--- config.mk ---
export PLATFORM = sky130hd
export DESIGN_NAME = lc3_decode_stage
export DESIGN_NICKNAME = d
export VERILOG_FILES = /design/src/rtl/lc3_decode_stage.sv
export SDC_FILE = /design/constraint.sdc
export NUM_CORES = 1
export LEC_CHECK = 0
export CAP_MARGIN = 20
export CORE_MARGIN = 5
export CORE_UTILIZATION = 30
export CTS_CLUSTER_DIAMETER = 30
export DETAILED_ROUTE_END_ITERATION = 7
export PLACE_DENSITY = 0.61
export SLEW_MARGIN = 40
export SYNTH_ARGS = -nofsm -noshare
export SYNTH_HDL_FRONTEND = slang
export SYNTH_SLANG_ARGS = --single-unit
--- constraint.sdc ---
create_clock -name clock -period 2 [get_ports clock]
set_input_delay 0.4 -clock clock [delete_from_list [all_inputs] [get_ports clock]]
set_output_delay 0.4 -clock clock [all_outputs]
set_load 0.02 [all_outputs]
--- src/rtl/lc3_decode_stage.sv ---
// lc3_decode_stage
//   Decode stage of the LC-3 pipeline. Captures the fetched instruction word
//   and its NPC, then registers the execute, writeback and memory control
//   fields derived from the opcode. All outputs are registered.
//
// Ports
//   clock          in   1   single clock, posedge
//   reset          in   1   synchronous, active-high
//   enable_decode  in   1   capture and decode dout/npc_in this edge
//   flush          in   1   squash stage contents (branch redirect)
//   dout           in  16   instruction word from instruction memory
//   npc_in         in  16   PC+1 of that instruction
//   ir             out 16   registered instruction
//   npc_out        out 16   registered npc_in
//   E_control      out  6   {alu_control[1:0], pcselect1[1:0], pcselect2, op2select}
//   W_control      out  2   writeback source: 00 ALU, 01 PC, 10 memory
//   mem_control    out  1   indirect memory access (LDI/STI)
//   decode_valid   out  1   stage holds a live decoded instruction
//   illegal_op     out  1   captured opcode is outside the supported set
module lc3_decode_stage #(
  parameter logic [15:0] NOP_IR = 16'h0000
) (
  input  logic        clock,
  input  logic        reset,
  input  logic        enable_decode,
  input  logic        flush,
  input  logic [15:0] dout,
  input  logic [15:0] npc_in,
  output logic [15:0] ir,
  output logic [15:0] npc_out,
  output logic [5:0]  E_control,
  output logic [1:0]  W_control,
  output logic        mem_control,
  output logic        decode_valid,
  output logic        illegal_op
);

  typedef enum logic {
    EMPTY = 1'b0,
    FULL  = 1'b1
  } state_t;

  typedef enum logic [3:0] {
    OP_BR   = 4'h0,
    OP_ADD  = 4'h1,
    OP_LD   = 4'h2,
    OP_ST   = 4'h3,
    OP_JSR  = 4'h4,
    OP_AND  = 4'h5,
    OP_LDR  = 4'h6,
    OP_STR  = 4'h7,
    OP_RTI  = 4'h8,
    OP_NOT  = 4'h9,
    OP_LDI  = 4'hA,
    OP_STI  = 4'hB,
    OP_JMP  = 4'hC,
    OP_RSV  = 4'hD,
    OP_LEA  = 4'hE,
    OP_TRAP = 4'hF
  } opcode_t;

  state_t  state;
  opcode_t opcode;

  logic [1:0] dec_alu;
  logic [1:0] dec_pcsel1;
  logic       dec_pcsel2;
  logic       dec_op2sel;
  logic [1:0] dec_w;
  logic       dec_mem;
  logic       dec_illegal;

  assign opcode       = opcode_t'(dout[15:12]);
  assign decode_valid = (state == FULL);

  // Opcode decode; unsupported opcodes leave every control field at zero.
  always_comb begin
    dec_alu     = '0;
    dec_pcsel1  = '0;
    dec_pcsel2  = 1'b0;
    dec_op2sel  = 1'b0;
    dec_w       = '0;
    dec_mem     = 1'b0;
    dec_illegal = 1'b0;
    unique case (opcode)
      OP_ADD: begin
        dec_alu    = 2'b00;
        dec_op2sel = ~dout[5];
        dec_w      = 2'b00;
      end
      OP_AND: begin
        dec_alu    = 2'b01;
        dec_op2sel = ~dout[5];
        dec_w      = 2'b00;
      end
      OP_NOT: begin
        dec_alu = 2'b10;
        dec_w   = 2'b00;
      end
      OP_BR, OP_ST: begin
        dec_pcsel1 = 2'b01;
        dec_pcsel2 = 1'b1;
      end
      OP_LD: begin
        dec_pcsel1 = 2'b01;
        dec_pcsel2 = 1'b1;
        dec_w      = 2'b10;
      end
      OP_LDI: begin
        dec_pcsel1 = 2'b01;
        dec_pcsel2 = 1'b1;
        dec_w      = 2'b10;
        dec_mem    = 1'b1;
      end
      OP_STI: begin
        dec_pcsel1 = 2'b01;
        dec_pcsel2 = 1'b1;
        dec_mem    = 1'b1;
      end
      OP_LEA: begin
        dec_pcsel1 = 2'b01;
        dec_pcsel2 = 1'b1;
        dec_w      = 2'b01;
      end
      OP_LDR: begin
        dec_pcsel1 = 2'b10;
        dec_w      = 2'b10;
      end
      OP_STR: begin
        dec_pcsel1 = 2'b10;
      end
      OP_JMP: begin
        dec_pcsel1 = 2'b11;
      end
      OP_JSR, OP_RTI, OP_RSV, OP_TRAP: begin
        dec_illegal = 1'b1;
      end
      default: begin
        dec_illegal = 1'b1;
      end
    endcase
  end

  // Flush clears exactly like reset and takes priority over a capture.
  always_ff @(posedge clock) begin
    if (reset || flush) begin
      state       <= EMPTY;
      ir          <= NOP_IR;
      npc_out     <= '0;
      E_control   <= '0;
      W_control   <= '0;
      mem_control <= 1'b0;
      illegal_op  <= 1'b0;
    end else if (enable_decode) begin
      state       <= FULL;
      ir          <= dout;
      npc_out     <= npc_in;
      E_control   <= {dec_alu, dec_pcsel1, dec_pcsel2, dec_op2sel};
      W_control   <= dec_w;
      mem_control <= dec_mem;
      illegal_op  <= dec_illegal;
    end
  end

endmodule

Word level (Yosys, flattened, before mapping)
Index checks and enable logic that the tools add are counted.
Cells by class
  bitwise logic cells: 1
  equality and inequality tests: 15
  reduce and logical (&&, ||, !) cells: 8
  multiplexer cells: 7
Operators by type and width (number)
  $eq 4x4->1 const B: 8
  $eq 4x3->1 const B: 4
  $eq 4x2->1 const B: 2
  $pmux 2 s2: 2
  $pmux 2 s3: 1
  $reduce_or 2->1: 3
  $reduce_or 6->1: 1
  $eq 4x1->1 const B: 1
  $logic_not 4->1: 1
  $mux 1: 4
  $reduce_or 4->1: 1
  $reduce_or 3->1: 1
  $logic_or 1x1->1: 1
  $not 1->1: 1
Word-level totals
  flip-flop bits (word level): 43
  output and inout bits: 43
  input port bits: 36
  word-level logic and storage cells: 38

Depth between registers and ports, before layout
  depth in word-level cells: 3
  gate-level depth with buffers: 4
  depth with buffers taken out: 3

Least setup slack after synthesis
OpenSTA, ideal clock, no wires.
  kind: input to register
  from: in enable_decode
  to: reg ir[0]
  path slack: 0.934 ns
  arrival time: 0.951 ns
  library setup time: 0.114 ns
  buffers on the path: 2
  data required time: 1.886 ns
  stages on the path: 4
  path through: buf_2 > buf_4 > mux2i_1 > nor2_1
RTL lines
  from (decl): RTL line 25  | input logic enable_decode,
  to (signal assigned): RTL line 156  | ir <= dout;
  to (decl): RTL line 29  | output logic [15:0] ir,

Worst setup path in the final report
  from: reg E_control[0]
  to: out E_control[0]
RTL lines
  from (decl): RTL line 31  | output logic [5:0] E_control,
  from (signal assigned): RTL line 158  | E_control <= {dec_alu, dec_pcsel1, dec_pcsel2, dec_op2sel};
No word-level cell between the ends.

==> reports/qor.json <==
{
  "result_of_the_run": {"value": "completed"},
  "wl": {"value": 3910, "unit": "um"},
  "cpPeakStageDelay": {"value": 630, "unit": "ps"},
  "critical_path.startpoint_type": {"value": "register"},
  "synth_top_cell_area_share": {"value": 50.3, "unit": "%"},
  "std_cell_rows": {"value": 27},
  "synth-simple-area-share": {"value": 16.7, "unit": "%"},
  "ios": {"value": 79},
  "holdBufCountCts": {"value": 0},
  "floorplan.die_area": {"value": 7320, "unit": "um2"},
  "core_region_area": {"value": 5540, "unit": "um2"},
  "combinational_family_with_the_most_area_after_synthesis": {"value": "multiplexers"},
  "number_of_enable_flip_flop_cells_after_synthesis": {"value": 0},
  "pwr_density_cell": {"value": 699, "unit": "nW/um2"},
  "grt_antenna_before_repair": {"value": 0},
  "layout.core_utilization": {"value": 46.7, "unit": "%"},
  "synthTopCellsByArea": {"value": "sky130_fd_sc_hd__dfxtp_1, sky130_fd_sc_hd__mux2i_1, sky130_fd_sc_hd__nor2_1, sky130_fd_sc_hd__buf_6, sky130_fd_sc_hd__buf_4"},
  "final_critical_path_setup_slack": {"value": 347, "unit": "ps"},
  "synthArstFlopShare": {"value": 0, "unit": "%"},
  "yosys_register_bits": {"value": 43},
  "synth_common_cells": {"value": "sky130_fd_sc_hd__dfxtp_1, sky130_fd_sc_hd__nor2_1, sky130_fd_sc_hd__mux2i_1, sky130_fd_sc_hd__buf_6, sky130_fd_sc_hd__a21oi_1"},
  "relSlewSlack": {"value": 75.4, "unit": "%"},
  "global_route.usage.total": {"value": 10.7, "unit": "%"},
  "average_instance_area_after_synthesis": {"value": 10.3, "unit": "um2"},
  "required": {"value": 1600, "unit": "ps"},
  "finalSetupTns": {"value": 0, "unit": "ps"},
  "power_leakage": {"value": 1.01, "unit": "nW"},
  "nets": {"value": 277},
  "tritoncts_clock_tree": {"value": "done"},
  "power.clock.fraction": {"value": 35.3, "unit": "%"},
  "arrival": {"value": 1250, "unit": "ps"},
  "path_delay_family": {"value": "buffers and inverters"},
  "post_cts.repair.setup_buffers": {"value": 0},
  "sequentialPowerShare": {"value": 49.5, "unit": "%"},
  "mappedNetlistArea": {"value": 1710, "unit": "um2"},
  "io_buffer_count": {"value": 78},
  "timing.setup.critical_path_class": {"value": "register to output port"},
  "cts.clk_slew.worst_paths": {"value": 80, "unit": "ps"},
  "route.vias.total": {"value": 1354},
  "synthMostInstantiatedCell": {"value": "sky130_fd_sc_hd__dfxtp_1"},
  "synthAdderAreaFrac": {"value": 0, "unit": "%"},
  "detail-route-antenna-nets": {"value": 0},
  "worst_hold_path_type": {"value": "register to register"},
  "fp.dieH": {"value": 85.6, "unit": "um"},
  "syn_inst": {"value": 167},
  "max_freq": {"value": 0.605, "unit": "GHz"},
  "insertedDiodeCount": {"value": 0},
  "syn2layout_area_growth": {"value": 51.0, "unit": "%"},
  "critical_path_peak_fanout": {"value": 2},
  "post_cts_resized": {"value": 0},
  "insertion_delay_to_the_later_sink_of_the_worst_skew_pair": {"value": 290, "unit": "ps"},
  "setup_viol_count_final": {"value": 0},
  "finalCritPeriodShare": {"value": 82.7, "unit": "%"},
  "synth-compound-area-share": {"value": 5.55, "unit": "%"},
  "yosys-mux-area-fraction": {"value": 19.3, "unit": "%"},
  "yosysWarningCount": {"value": 0},
  "critical_path_buffer_and_inverter_count": {"value": 1},
  "proportion_of_total_power_due_to_net_switching": {"value": 22.5, "unit": "%"},
  "htree_levels": {"value": 2},
  "power_switching": {"value": 407, "unit": "uW"},
  "final_layout_size_suffix_gt1_share": {"value": 6.22, "unit": "%"},
  "grt_first_pass_wirelength": {"value": 6200, "unit": "um"},
  "grt_setup_unrepaired": {"value": "false"},
  "via_count_of_the_first_global_routing_pass": {"value": 1263},
  "dp_slack": {"value": 307, "unit": "ps"},
  "final.fill_count": {"value": 548},
  "p_total": {"value": 1.81, "unit": "mW"},
  "tightest_slew": {"value": 368, "unit": "ps"},
  "detailedRoute.firstPassIterationCount": {"value": 4},
  "clock_sinks": {"value": 43},
  "setup.worst_path.end_class": {"value": "output port"},
  "clock_tree_root_buffer_cell": {"value": "sky130_fd_sc_hd__clkbuf_8"},
  "initial_utilization": {"value": 30.9, "unit": "%"},
  "fin_cells": {"value": 313},
  "synth_cell_type_count": {"value": 24},
  "overflow": {"value": 0},
  "dr.first_iter.drc_count": {"value": 55},
  "cap_violations": {"value": 0},
  "grt_max_degree": {"value": 23},
  "post-route-min-period": {"value": 1650, "unit": "ps"},
  "cts_inserted_buffers": {"value": 5},
  "synth.yosys.seq_area_share": {"value": 50.3, "unit": "%"},
  "synth_xor_area_share": {"value": 0, "unit": "%"},
  "finalHoldViolCount": {"value": 0},
  "chipWidth": {"value": 85.6, "unit": "um"},
  "final.setup_skew": {"value": 0, "unit": "ps"},
  "syn-num-nets": {"value": 203},
  "numPlacedInstances": {"value": 306},
  "comb_power_share": {"value": 15.2, "unit": "%"},
  "post_route_drc": {"value": 0},
  "dominantRegCellSynth": {"value": "sky130_fd_sc_hd__dfxtp_1"},
  "crit_path_top_delay_cell": {"value": "sky130_fd_sc_hd__clkdlybuf4s50_1"},
  "synth_area_leader": {"value": "sky130_fd_sc_hd__dfxtp_1"},
  "worst_path_cell_trace": {"value": "clkdlybuf4s50_1"},
  "internal-power": {"value": 1.40, "unit": "mW"},
  "via_per_instance_ratio": {"value": 4.33},
  "worst_ir_drop_vdd": {"value": 497, "unit": "uV"},
  "final_max_slew_viol_count": {"value": 0},
  "wl_per_cell": {"value": 12.5, "unit": "um"},
  "placement.cell_area": {"value": 2480, "unit": "um2"},
  "clock_path_buffers": {"value": 2},
  "worst_hold_slack": {"value": 469, "unit": "ps"},
  "dp_hpwl": {"value": 2900, "unit": "um"},
  "finish.instance_area": {"value": 2590, "unit": "um2"},
  "routabilityCongestion": {"value": 0.676}
}
==> area by class of cell <==
type	count	area, um2	share of cell area, %
Multi-Input combinational cell	108	711	27.5
Clock buffer	6	72.6	2.81
Timing Repair Buffer	82	818	31.6
Inverter	1	3.75	0.145
Sequential cell	43	861	33.3
Clock inverter	1	30.0	1.16
Tap cell	72	90.1	3.48
==> flip-flops by register name, indices dropped and copies added (netlist names) <==
signal and cells:
W_control 2, decode_valid 1, E_control 6, npc_out 16
illegal_op 1, ir 16, mem_control 1
==> routing by layer <==
layer  GRT usage, %  wire (um)
met1           13.3       1790
met2           16.0       1660
met3           5.28        405
met4           3.88         51
met5              0          0
==> logic make-up (layout without fill, tap and decap cells) <==
group,count (synthesis),count (layout)
simple gates,59,59
compound gates,16,16
buf+inv,16,90
flops,43,43
mux,33,33
==> cell usage in the layout (no fill, tap or decap) <==
cell type,netlist,final
sky130_fd_sc_hd__nand3_1,2,2
sky130_fd_sc_hd__o21bai_1,1,1
sky130_fd_sc_hd__nand2_1,3,3
sky130_fd_sc_hd__o21ai_0,3,3
sky130_fd_sc_hd__clkdlybuf4s50_1,0,77
sky130_fd_sc_hd__buf_4,5,3
sky130_fd_sc_hd__nand4_1,1,1
sky130_fd_sc_hd__clkbuf_8,0,5
sky130_fd_sc_hd__buf_2,2,1
sky130_fd_sc_hd__a211oi_2,1,1
sky130_fd_sc_hd__or2_0,1,1
sky130_fd_sc_hd__dfxtp_1,43,43
sky130_fd_sc_hd__mux2i_1,33,33
sky130_fd_sc_hd__nor3b_1,1,1
sky130_fd_sc_hd__buf_12,0,1
sky130_fd_sc_hd__inv_1,1,1
sky130_fd_sc_hd__bufinv_16,0,1
sky130_fd_sc_hd__and2b_2,1,1
sky130_fd_sc_hd__nand2b_1,6,6
sky130_fd_sc_hd__nand4b_1,1,1
sky130_fd_sc_hd__nor4b_2,1,1
sky130_fd_sc_hd__nor2_1,38,38
sky130_fd_sc_hd__or2_1,1,1
sky130_fd_sc_hd__clkbuf_1,0,1
sky130_fd_sc_hd__nor2b_1,2,2
sky130_fd_sc_hd__a31oi_1,4,4
sky130_fd_sc_hd__and4bb_2,1,1
sky130_fd_sc_hd__a21oi_1,7,7
==> final timing paths <==
check,cells past startpoint,slack (ps),endpoint,startpoint
worst max-delay path,1,350,E_control[0],E_control[0]
worst min-delay path,2,470,mem_control,mem_control
worst max register to register,3,1290,E_control[4],E_control[4]
worst min register to register,2,470,mem_control,mem_control
==> power by group through the flow <==
stage / combinational [mW] / sequential [mW] / clock [mW]
2_1_floorplan: 0.123 / 0.946 / 0
3_3_place_gp: 0.277 / 0.914 / 0
3_5_place_dp: 0.278 / 0.915 / 0
4_1_cts: 0.280 / 0.895 / 0.677
5_1_grt: 0.297 / 0.898 / 0.705
6_report: 0.275 / 0.894 / 0.639
(Power assumes the default switching activity.)
